===== src/rtl/demux1_4_stream.sv =====
// Registered 1-to-4 stream demux: {s2,s1} routes in_data into one of four single-entry output slots.
// Latency: 1 cycle (word accepted at edge N is visible on out_data/out_valid in cycle N+1).
// Backpressure: in_ready drops only when the selected slot is full and its consumer is not draining it.
// Optional feature macro: DEMUX_CNT_EN adds per-channel 8-bit wrapping delivered-word counters on cnt.
module demux1_4_stream #(
    parameter int WIDTH = 8
) (
    input  logic               clk,
    input  logic               rst_n,
    input  logic [WIDTH-1:0]   in_data,
    input  logic               s1,
    input  logic               s2,
    input  logic               in_valid,
    output logic               in_ready,
    output logic [4*WIDTH-1:0] out_data,
    output logic [3:0]         out_valid,
    input  logic [3:0]         out_ready,
    output logic [31:0]        cnt
);

    typedef enum logic {
        EMPTY = 1'b0,
        FULL  = 1'b1
    } state_t;

    logic [1:0]       sel;
    logic             accept;
    logic [3:0]       load;
    logic [3:0]       drain;
    state_t           state_q [4];
    state_t           state_d [4];
    logic [WIDTH-1:0] data_q  [4];
    logic [WIDTH-1:0] data_d  [4];

    // Input handshake: readiness looks only at the selected slot, never at in_valid
    always_comb begin
        load     = '0;
        drain    = '0;
        sel      = {s2, s1};
        in_ready = (state_q[sel] == EMPTY) || out_ready[sel];
        accept   = in_valid && in_ready;
        for (int k = 0; k < 4; k++) begin
            load[k]  = accept && (sel == 2'(k));
            drain[k] = (state_q[k] == FULL) && out_ready[k];
        end
    end

    // Per-slot next state: a load wins over a drain so drain+reload keeps the slot full
    always_comb begin
        for (int k = 0; k < 4; k++) begin
            state_d[k] = state_q[k];
            data_d[k]  = data_q[k];
            if (load[k]) begin
                state_d[k] = FULL;
                data_d[k]  = in_data;
            end else if (drain[k]) begin
                state_d[k] = EMPTY;
            end
        end
    end

    // Slot state and payload registers; reset discards any held words
    always_ff @(posedge clk or negedge rst_n) begin
        if (!rst_n) begin
            for (int k = 0; k < 4; k++) begin
                state_q[k] <= EMPTY;
                data_q[k]  <= '0;
            end
        end else begin
            for (int k = 0; k < 4; k++) begin
                state_q[k] <= state_d[k];
                data_q[k]  <= data_d[k];
            end
        end
    end

    // Pack slot registers onto the flat output buses
    always_comb begin
        out_valid = '0;
        out_data  = '0;
        for (int k = 0; k < 4; k++) begin
            out_valid[k]                = (state_q[k] == FULL);
            out_data[k*WIDTH +: WIDTH] = data_q[k];
        end
    end

`ifdef DEMUX_CNT_EN
    logic [7:0] cnt_q [4];
    logic [7:0] cnt_d [4];

    // Count each delivered word per channel; 8-bit wrap is intended
    always_comb begin
        for (int k = 0; k < 4; k++) begin
            cnt_d[k] = cnt_q[k] + 8'(drain[k]);
        end
    end

    // Counter registers, cleared with the slots
    always_ff @(posedge clk or negedge rst_n) begin
        if (!rst_n) begin
            for (int k = 0; k < 4; k++) begin
                cnt_q[k] <= '0;
            end
        end else begin
            for (int k = 0; k < 4; k++) begin
                cnt_q[k] <= cnt_d[k];
            end
        end
    end

    // Pack counters onto cnt
    always_comb begin
        cnt = '0;
        for (int k = 0; k < 4; k++) begin
            cnt[k*8 +: 8] = cnt_q[k];
        end
    end
`else
    assign cnt = '0;
`endif

endmodule


===== config.mk =====
export PLATFORM = sky130hd
export DESIGN_NAME = demux1_4_stream
export DESIGN_NICKNAME = d
export VERILOG_FILES = /design/src/rtl/demux1_4_stream.sv
export SDC_FILE = /design/constraint.sdc
export NUM_CORES = 1
export LEC_CHECK = 0
export BUFFER_PORTS_ARGS = -buffer_cell sky130_fd_sc_hd__buf_2
export CAP_MARGIN = 25
export CORE_ASPECT_RATIO = 1.2
export CORE_MARGIN = 2
export CORE_UTILIZATION = 30
export DETAILED_ROUTE_END_ITERATION = 10
export PLACE_DENSITY_LB_ADDON = 0.1
export SLEW_MARGIN = 25
export SYNTH_ARGS = -nofsm -noshare
export SYNTH_HDL_FRONTEND = slang
export SYNTH_SLANG_ARGS = --single-unit

===== constraint.sdc =====
create_clock -name clk -period 1.6 [get_ports clk]
set_clock_uncertainty 0.15 [all_clocks]
set_input_delay 0.16 -clock clk [delete_from_list [all_inputs] [get_ports clk]]
set_output_delay 0.16 -clock clk [all_outputs]
set_load 0.01 [all_outputs]

# --- Word-level counts from Yosys, hierarchy flattened ---
# Index checks and enable logic that the tools add are counted.
word_totals:
  elab_cells: 43
  input_bits: 17
  register_bits: 36
  output_inout_bits: 69
op_classes:
  order_cmp: 2
  n_eq_ne: 3
  mux: 13
  reduce_logical: 15
  bitwise_logic: 2
ops:
  columns: ["operator", "count"]
  rows:
  - ["2-to-1 mux 1 bit", 11]
  - ["logical AND 1 bit", 9]
  - ["nonzero test 2 bit", 4]
  - ["binary-select mux 1 bit (select 2 bit)", 2]
  - ["== test 2 bit (second input constant)", 2]
  - ["greater-or-equal comparator 3 bit (second input constant)", 1]
  - ["< comparator 2 x 3 -> 1 bit (second input constant)", 1]
  - ["inverter 2 -> 3 bit", 1]
  - ["== test 2 x 1 -> 1 bit (second input constant)", 1]
  - ["logical NOT 2 bit", 1]
  - ["logical OR 1 bit", 1]
  - ["inverter 1 bit", 1]

# --- Logic depth before layout (Yosys ltp) ---
# Gate-level depths: netlist of run 1.
depth:
  depth_word: 9
  depth_mapped: 5
  depth_no_buf: 3

# --- Least setup slack after synthesis of run 1 ---
# OpenSTA, ideal clock, no wires.
synth_timing:
  path_type: "register to register"
  from: "reg state_q (netlist bit out_valid[1])"
  to: "reg data_q (netlist bit out_data[10])"
  setup_slack_ps: 126
  stages_incl_launch_ff: 4
  t_arrival_ps: 1199
  setup_ps: 125
  period_less_slack_ps: 1474
  cell_sequence: "dfrtp_1 -> nand2b_1 -> nor3b_4 -> mux2_2"
synth_between:
  elab_chain_cells: 7
synth_lines:
  columns: ["element", "line_no", "text"]
  rows:
  - ["from (decl)", "30", "state_t state_q [4];"]
  - ["from (signal, indexed assignment)", "71", "state_q[k] <= state_d[k];"]
  - ["binary-select mux 1 bit (select 2 bit)", "40", "in_ready = (state_q[sel] == EMPTY) || out_ready[sel];"]
  - ["2-to-1 mux 1 bit (implied by the code) (2 in a row)", "40", null]
  - ["inverter 1 bit", "40", null]
  - ["logical OR 1 bit", "40", null]
  - ["logical AND 1 bit", "41", "accept = in_valid && in_ready;"]
  - ["logical AND 1 bit", "43", "load[k] = accept && (sel == 2'(k));"]
  - ["to (signal, indexed assignment)", "72", "data_q[k] <= data_d[k];"]
  - ["to (decl)", "32", "logic [WIDTH-1:0] data_q [4];"]
# Every way passes these cells. The select of a mux whose other input is x is not followed.
# A chain may end at the register's enable or synchronous reset.

# --- Worst setup path after layout of run 1 ---
layout_timing:
  from: "reg state_q (netlist bit out_valid[3])"
  to: "out in_ready"
layout_between:
  elab_chain_cells: 5
layout_lines:
  columns: ["element", "line_no", "text"]
  rows:
  - ["binary-select mux 1 bit (select 2 bit)", "40", null]
  - ["2-to-1 mux 1 bit (implied by the code) (2 in a row)", "40", null]
  - ["inverter 1 bit", "40", null]
  - ["logical OR 1 bit", "40", null]
  - ["to (decl)", "14", "output logic in_ready,"]
# Every way passes these cells. The select of a mux whose other input is x is not followed.

==> summary.txt, run 1 <==
die area: 0.00610 mm²
failing checks: setup timing
global-route wire length before repair: 5420 µm
unrepaired setup endpoints after global routing: true
HPWL after DPL: 2600 µm
clock group share of total power: 27.7%
period utilization: 103%
synthesized area: 0.00165 mm²
switch share: 27.7%
critical path arrival: 1340 ps
HP Class: primary input to register
detailed-route via count: 1053
M3 GR Usage: 3.80%
commonest non-fill, non-tap cell in the layout: buf_2
input/output buffers: 53
vias in the first global route: 1026
clk_lat worst skew: 280 ps
# rows: 29
layout cell share with drive strength beyond 1: 54.7%
starting density of the core: 31.1%
grt total ovfl: 0
final WL: 3380 µm
Critical Setup Path Class: register to output port
most frequent cells in the layout: 52 x buf_2, 36 x dfrtp_1, 32 x conb_1
antenna fix cells: 0
synthesis-to-finish area growth: 27.0%
Yosys warnings: 0
CTS tree: built
worst reg2reg setup slack: 50 ps
Seq pwr share: 47.8%
Tmin final: 1650 ps
Core ar.: 0.00530 mm²
synthesized flop and latch total: 36
syn_area_per_cell: 13.6 µm²
final hold slack: 11.6 ps
largest net degree at the start of global routing: 22
DR DRC count: 0
Seq/Total Area, Yosys: 54.8%
initial antenna violation count: 0
Worst-path clk slew: 70 ps
Layout Nets: 209
WHS Endpoint: out_data[15]
Syn Inst Count: 121
Hold Fails Final Rpt: 0
combinational share of power: 24.6%
Max Cap Violations: 0
Reg-to-Reg End: out_data[8]
crit start category: register
Psw: 680 µW
DR pass1 iterations: 2
Total GRT Usage: 11.5%
chip height: 85.1 µm
critical path capture point type: output port
internal power: 1.78 mW
r2r startpoint: out_valid[1]
fmax: 606 MHz
Routed Antenna Nets: 0
I/O Pins: 86
WHS Path Cells: 2
static leakage: 1.06 nW
maximum VDD drop: 0.000456 V
R2R depth: 5
Final Slew Violations: 0
CTS buffer count: 5
Most Crowded Layer GR: met2
post-place setup slack: 74.5 ps
global placer's final weighted congestion: 0.690
WL per Instance: 13.3 µm
setup ws final: -50.4 ps
Worst EP required: 1290 ps
Max Root-Sink Buffers: 2
initial DRC count: 38
Vias/cell: 4.15
CTS H-tree depth: 2
met2 Resource Use GR: 19.3%
final setup vio count: 1
synth unique cells: 14
critical hold path startpoint: in_data[7]
Die Span X: 71.6 µm
clock root buffer: clkbuf_8
status: complete, but fails checks
pwr/cell area: 1180 mW/mm²
clk sinks: 36
grt met1 use: 14.0%
Worst Path Max Fanout: 3
==> how the worst max path moves through the flow <==
stage                             from           end  slack [ps]  cells after the start
after floorplan           out_valid[1]  out_data[10]         130                      3
after detailed placement  out_valid[3]  out_data[27]          70                      4
after global routing      out_valid[3]      in_ready        -100                      3
after global placement    out_valid[3]  out_data[29]          60                      4
after CTS                 out_valid[3]      in_ready         -80                      3
final                     out_valid[3]      in_ready         -50                      3
==> synth_stat cells, drive strengths merged <==
cell,n,share of area [%]
and3,1,0.38
buf,35,16
conb,1,0.23
dfrtp,36,55
mux2,32,22
mux4,1,1.4
nand2,5,1.1
nand2b,4,1.5
nand3,1,0.30
nand3b,1,0.68
nor2b,2,0.76
nor3b,1,1.1
o21ai,1,0.30
==> state kept, by name, summed over array words and instances (netlist names) <==
name       flops
out_valid      4
out_data      32
==> worst max-delay path, stage by stage (launching register included) <==
cell and delay, ps:
dfrtp_1 350, nand2b_1 90, mux4_2 490, buf_6 140
==> through the flow <==
| step | util, % | total power, mW | cells | setup TNS, ps | area [µm²] |
|---|---|---|---|---|---|
| 3_5_place_dp | 35.9 | 1.79 | 239 | 0 | 1900 |
| 4_1_cts | 39.1 | 2.51 | 253 | -79.8 | 2070 |
| 2_1_floorplan | - | 1.56 | 152 | 0 | 1760 |
| 6_report | 39.4 | 2.46 | 254 | -50.4 | 2090 |
| 3_3_place_gp | 35.9 | 1.78 | 239 | 0 | 1900 |
| 5_1_grt | 39.4 | 2.62 | 254 | -150 | 2090 |
==> area by class of cell <==
type,count,area (µm²)
fill,546,3210
sequential,36,901
multi-input combinational,81,612
timing repair buffer,68,403
clock buffer,7,96.3
tap,62,77.6
==> logic make-up (layout without fill, tap and decap cells) <==
| kind of cell | after synthesis | after routing | synth area share (%) |
|---|---|---|---|
| other | 1 | 32 | 0.228 |
| flip-flops | 36 | 36 | 54.8 |
| AND/OR/NAND/NOR | 15 | 15 | 5.93 |
| AO/OA/AOI/OAI | 1 | 1 | 0.304 |
| buffers and inverters | 35 | 75 | 15.5 |
| multiplexers | 33 | 33 | 23.3 |
==> power groups by stage <==
| stage | clock [mW] | combinational (mW) | sequential, mW |
|---|---|---|---|
| final | 0.680 | 0.604 | 1.17 |
| after global placement | 0 | 0.586 | 1.19 |
| after CTS | 0.719 | 0.610 | 1.18 |
| after floorplan | 0 | 0.282 | 1.28 |
| after detailed placement | 0 | 0.594 | 1.19 |
| after global routing | 0.763 | 0.660 | 1.20 |
==> routing by layer <==
metal  vias to the layer above  part of all wire (%)  wire length, µm
li1                        478                     -                -
met1                       522                    39             1330
met2                        47                    52             1750
met3                         6                   7.5              253
met4                         0                   1.3               44
met5                         -                     0                0
==> what timing repair did <==
action,4_1_cts,5_1_grt
hold buffers,6,0
endpoints found under the setup margin,1,6
resized for setup,1,3
pin swaps,0,0
hold endpoints to repair,33,0
setup buffers,1,1
No activity file was read; power rests on OpenSTA's default activity.
==> run 2: changes to the inputs <==
--- a/config.mk
+++ b/config.mk
@@ -7,7 +7,7 @@
 export LEC_CHECK = 0
 export BUFFER_PORTS_ARGS = -buffer_cell sky130_fd_sc_hd__buf_2
 export CAP_MARGIN = 25
-export CORE_ASPECT_RATIO = 1.2
+export CORE_ASPECT_RATIO = 1.75
 export CORE_MARGIN = 2
 export CORE_UTILIZATION = 30
 export DETAILED_ROUTE_END_ITERATION = 10
==> run 2 against run 1 <==
Net effect:
- the flow still finishes with violations (setup timing)
- fmax down 0.90%
- cell area down 1.1%
- register-to-register slack better by 50 ps
- critical path depth unchanged
- setup slack worse by 15 ps
- combinational power about the same
- non-clock buffer count down 3
- die area up 0.34%
- flip-flop and latch count unchanged
- routed wire length up 3.6%
- sequential power about the same
- largest cell class unchanged
- largest power group unchanged
==> summary.txt, run 2 (synthesis results as in run 1) <==
Layout Nets: 206 (-1.4%)
Worst-path clk slew: 70 ps (about the same)
CTS tree: built
starting density of the core: 31.1% (about the same)
setup ws final: -65.3 ps (-14.9 ps)
unrepaired setup endpoints after global routing: true
Vias/cell: 3.97 (-4.2%)
critical path arrival: 1360 ps (+20 ps)
chip height: 102 µm (+20%)
layout cell share with drive strength beyond 1: 54.5% (-0.19 points)
CTS H-tree depth: 2 (unchanged)
Final Slew Violations: 0 (unchanged)
synthesis-to-finish area growth: 25.6%
period utilization: 104% (+0.93 points)
crit start category: register
global-route wire length before repair: 5440 µm (+0.52%)
input/output buffers: 53 (unchanged)
Core ar.: 0.00530 mm² (about the same)
I/O Pins: 86 (unchanged)
Max Root-Sink Buffers: 2 (unchanged)
WL per Instance: 13.3 µm (about the same)
worst reg2reg setup slack: 100 ps (+50 ps)
max FFs per register: 32 (unchanged)
final setup vio count: 1 (unchanged)
fmax: 601 MHz (-0.90%)
Hold Fails Final Rpt: 0 (unchanged)
initial antenna violation count: 0 (unchanged)
commonest non-fill, non-tap cell in the layout: buf_2
largest net degree at the start of global routing: 21 (-4.5%)
Critical Setup Path Class: register to output port
clk_lat worst skew: 280 ps (about the same)
die area: 0.00612 mm² (+0.34%)
pwr/cell area: 1150 mW/mm² (-2.1%)
Routed Antenna Nets: 0 (unchanged)
failing checks: setup timing
final WL: 3500 µm (+3.6%)
# rows: 35 (+21%)
post-place setup slack: 36.0 ps (-38.5 ps)
HP Class: primary input to register
CTS buffer count: 5 (unchanged)
global placer's final weighted congestion: 0.683 (-1.0%)
Non-Filler Instances: 263 (+3.5%)
Tmin final: 1670 ps (+14.9 ps)
critical path capture point type: output port
Total GRT Usage: 12.5% (+0.93 points)
antenna fix cells: 0 (unchanged)
placed cells: 250 (+4.6%)
DR DRC count: 0 (unchanged)
most frequent cells in the layout: 52 x buf_2, 36 x dfrtp_1, 32 x mux2_2, 32 x conb_1, 6 x buf_4
status: complete, but fails checks
vias in the first global route: 1009 (-1.7%)
post-layout util: 39.0% (-0.43 points)
Worst Path Max Fanout: 3 (unchanged)
final hold slack: 4.03 ps (-7.55 ps)
clock root buffer: clkbuf_8
HPWL after DPL: 2790 µm (+7.0%)
Die Span X: 60.0 µm (-16%)
clk sinks: 36 (unchanged)
grt total ovfl: 0 (unchanged)
initial DRC count: 11 (-71%)
Worst EP required: 1290 ps (about the same)
static leakage: 1.04 nW (-1.9%)
maximum VDD drop: 0.000606 V (+33%)
Max Cap Violations: 0 (unchanged)
DR pass1 iterations: 3 (+1)
detailed-route via count: 1044 (-0.85%)
[run 2: cell count changes in the layout (fill, tap and decap cells not counted)]
| cell | previous run | this run |
|---|---|---|
| dlygate4sd3_1 | 6 | 4 |
| mux2_4 | 1 | 0 |
| buf_4 | 8 | 6 |
| buf_12 | 0 | 1 |
| clkinv_2 | 0 | 1 |
| clkbuf_8 | 7 | 5 |
| clkbuf_1 | 0 | 1 |
| mux2_2 | 31 | 32 |
[run 2: per-layer routing]
| metal | up-vias | GRT usage (%) | share of wire [%] |
|---|---|---|---|
| met5 | - | 0 | 0 |
| met4 | 0 | 5.13 | 1.9 |
| met3 | 5 | 3.42 | 4.7 |
| met2 | 45 | 21.5 | 57 |
| met1 | 518 | 14.1 | 36 |
| li1 | 476 | - | - |
[run 2: worst paths after layout]
kind                              start      endpoint  cells after the start
hold reg to reg            out_data[20]  out_data[20]                      1
hold / removal               in_data[4]  out_data[28]                      2
min in group asynchronous         rst_n  out_data[27]                      2
setup reg to reg           out_valid[1]  out_data[12]                      4
max in group asynchronous         rst_n  out_data[21]                      3
setup / recovery           out_valid[1]      in_ready                      3
[run 2: timing repair]
action                     CTS  global route
setup buffers                0             2
setup endpoints to repair    1            15
resized for setup            1             2
hold buffers                 4             0
hold endpoints to repair    20             0
[run 2: final cells by class]
type	instances	area, µm²
Clock buffer	6	72.6
Timing Repair Buffer	65	388
Tap cell	74	92.6
Multi-Input combinational cell	81	608
Clock inverter	1	5.00
Sequential cell	36	901
Fill cell	537	3230
[run 2: through the flow]
| stage | TNS (ps) | total power [mW] | cell area [µm²] |
|---|---|---|---|
| detailed placement | 0 | 1.79 | 1920 |
| finish | -65.3 | 2.38 | 2070 |
| global placement | 0 | 1.78 | 1920 |
| CTS | -91.5 | 2.42 | 2050 |
| floorplan | 0 | 1.56 | 1760 |
| global route | -139 | 2.54 | 2070 |
[run 2: power by group]
group          internal [mW]  switching, mW
logic                  0.301          0.303
registers               1.09         0.0847
clock network          0.296          0.307
[run 2: critical path: stages, from the launching register on]
cell and delay [ps]:
dfrtp_1 360, nand2b_1 90, mux4_2 490, buf_6 140
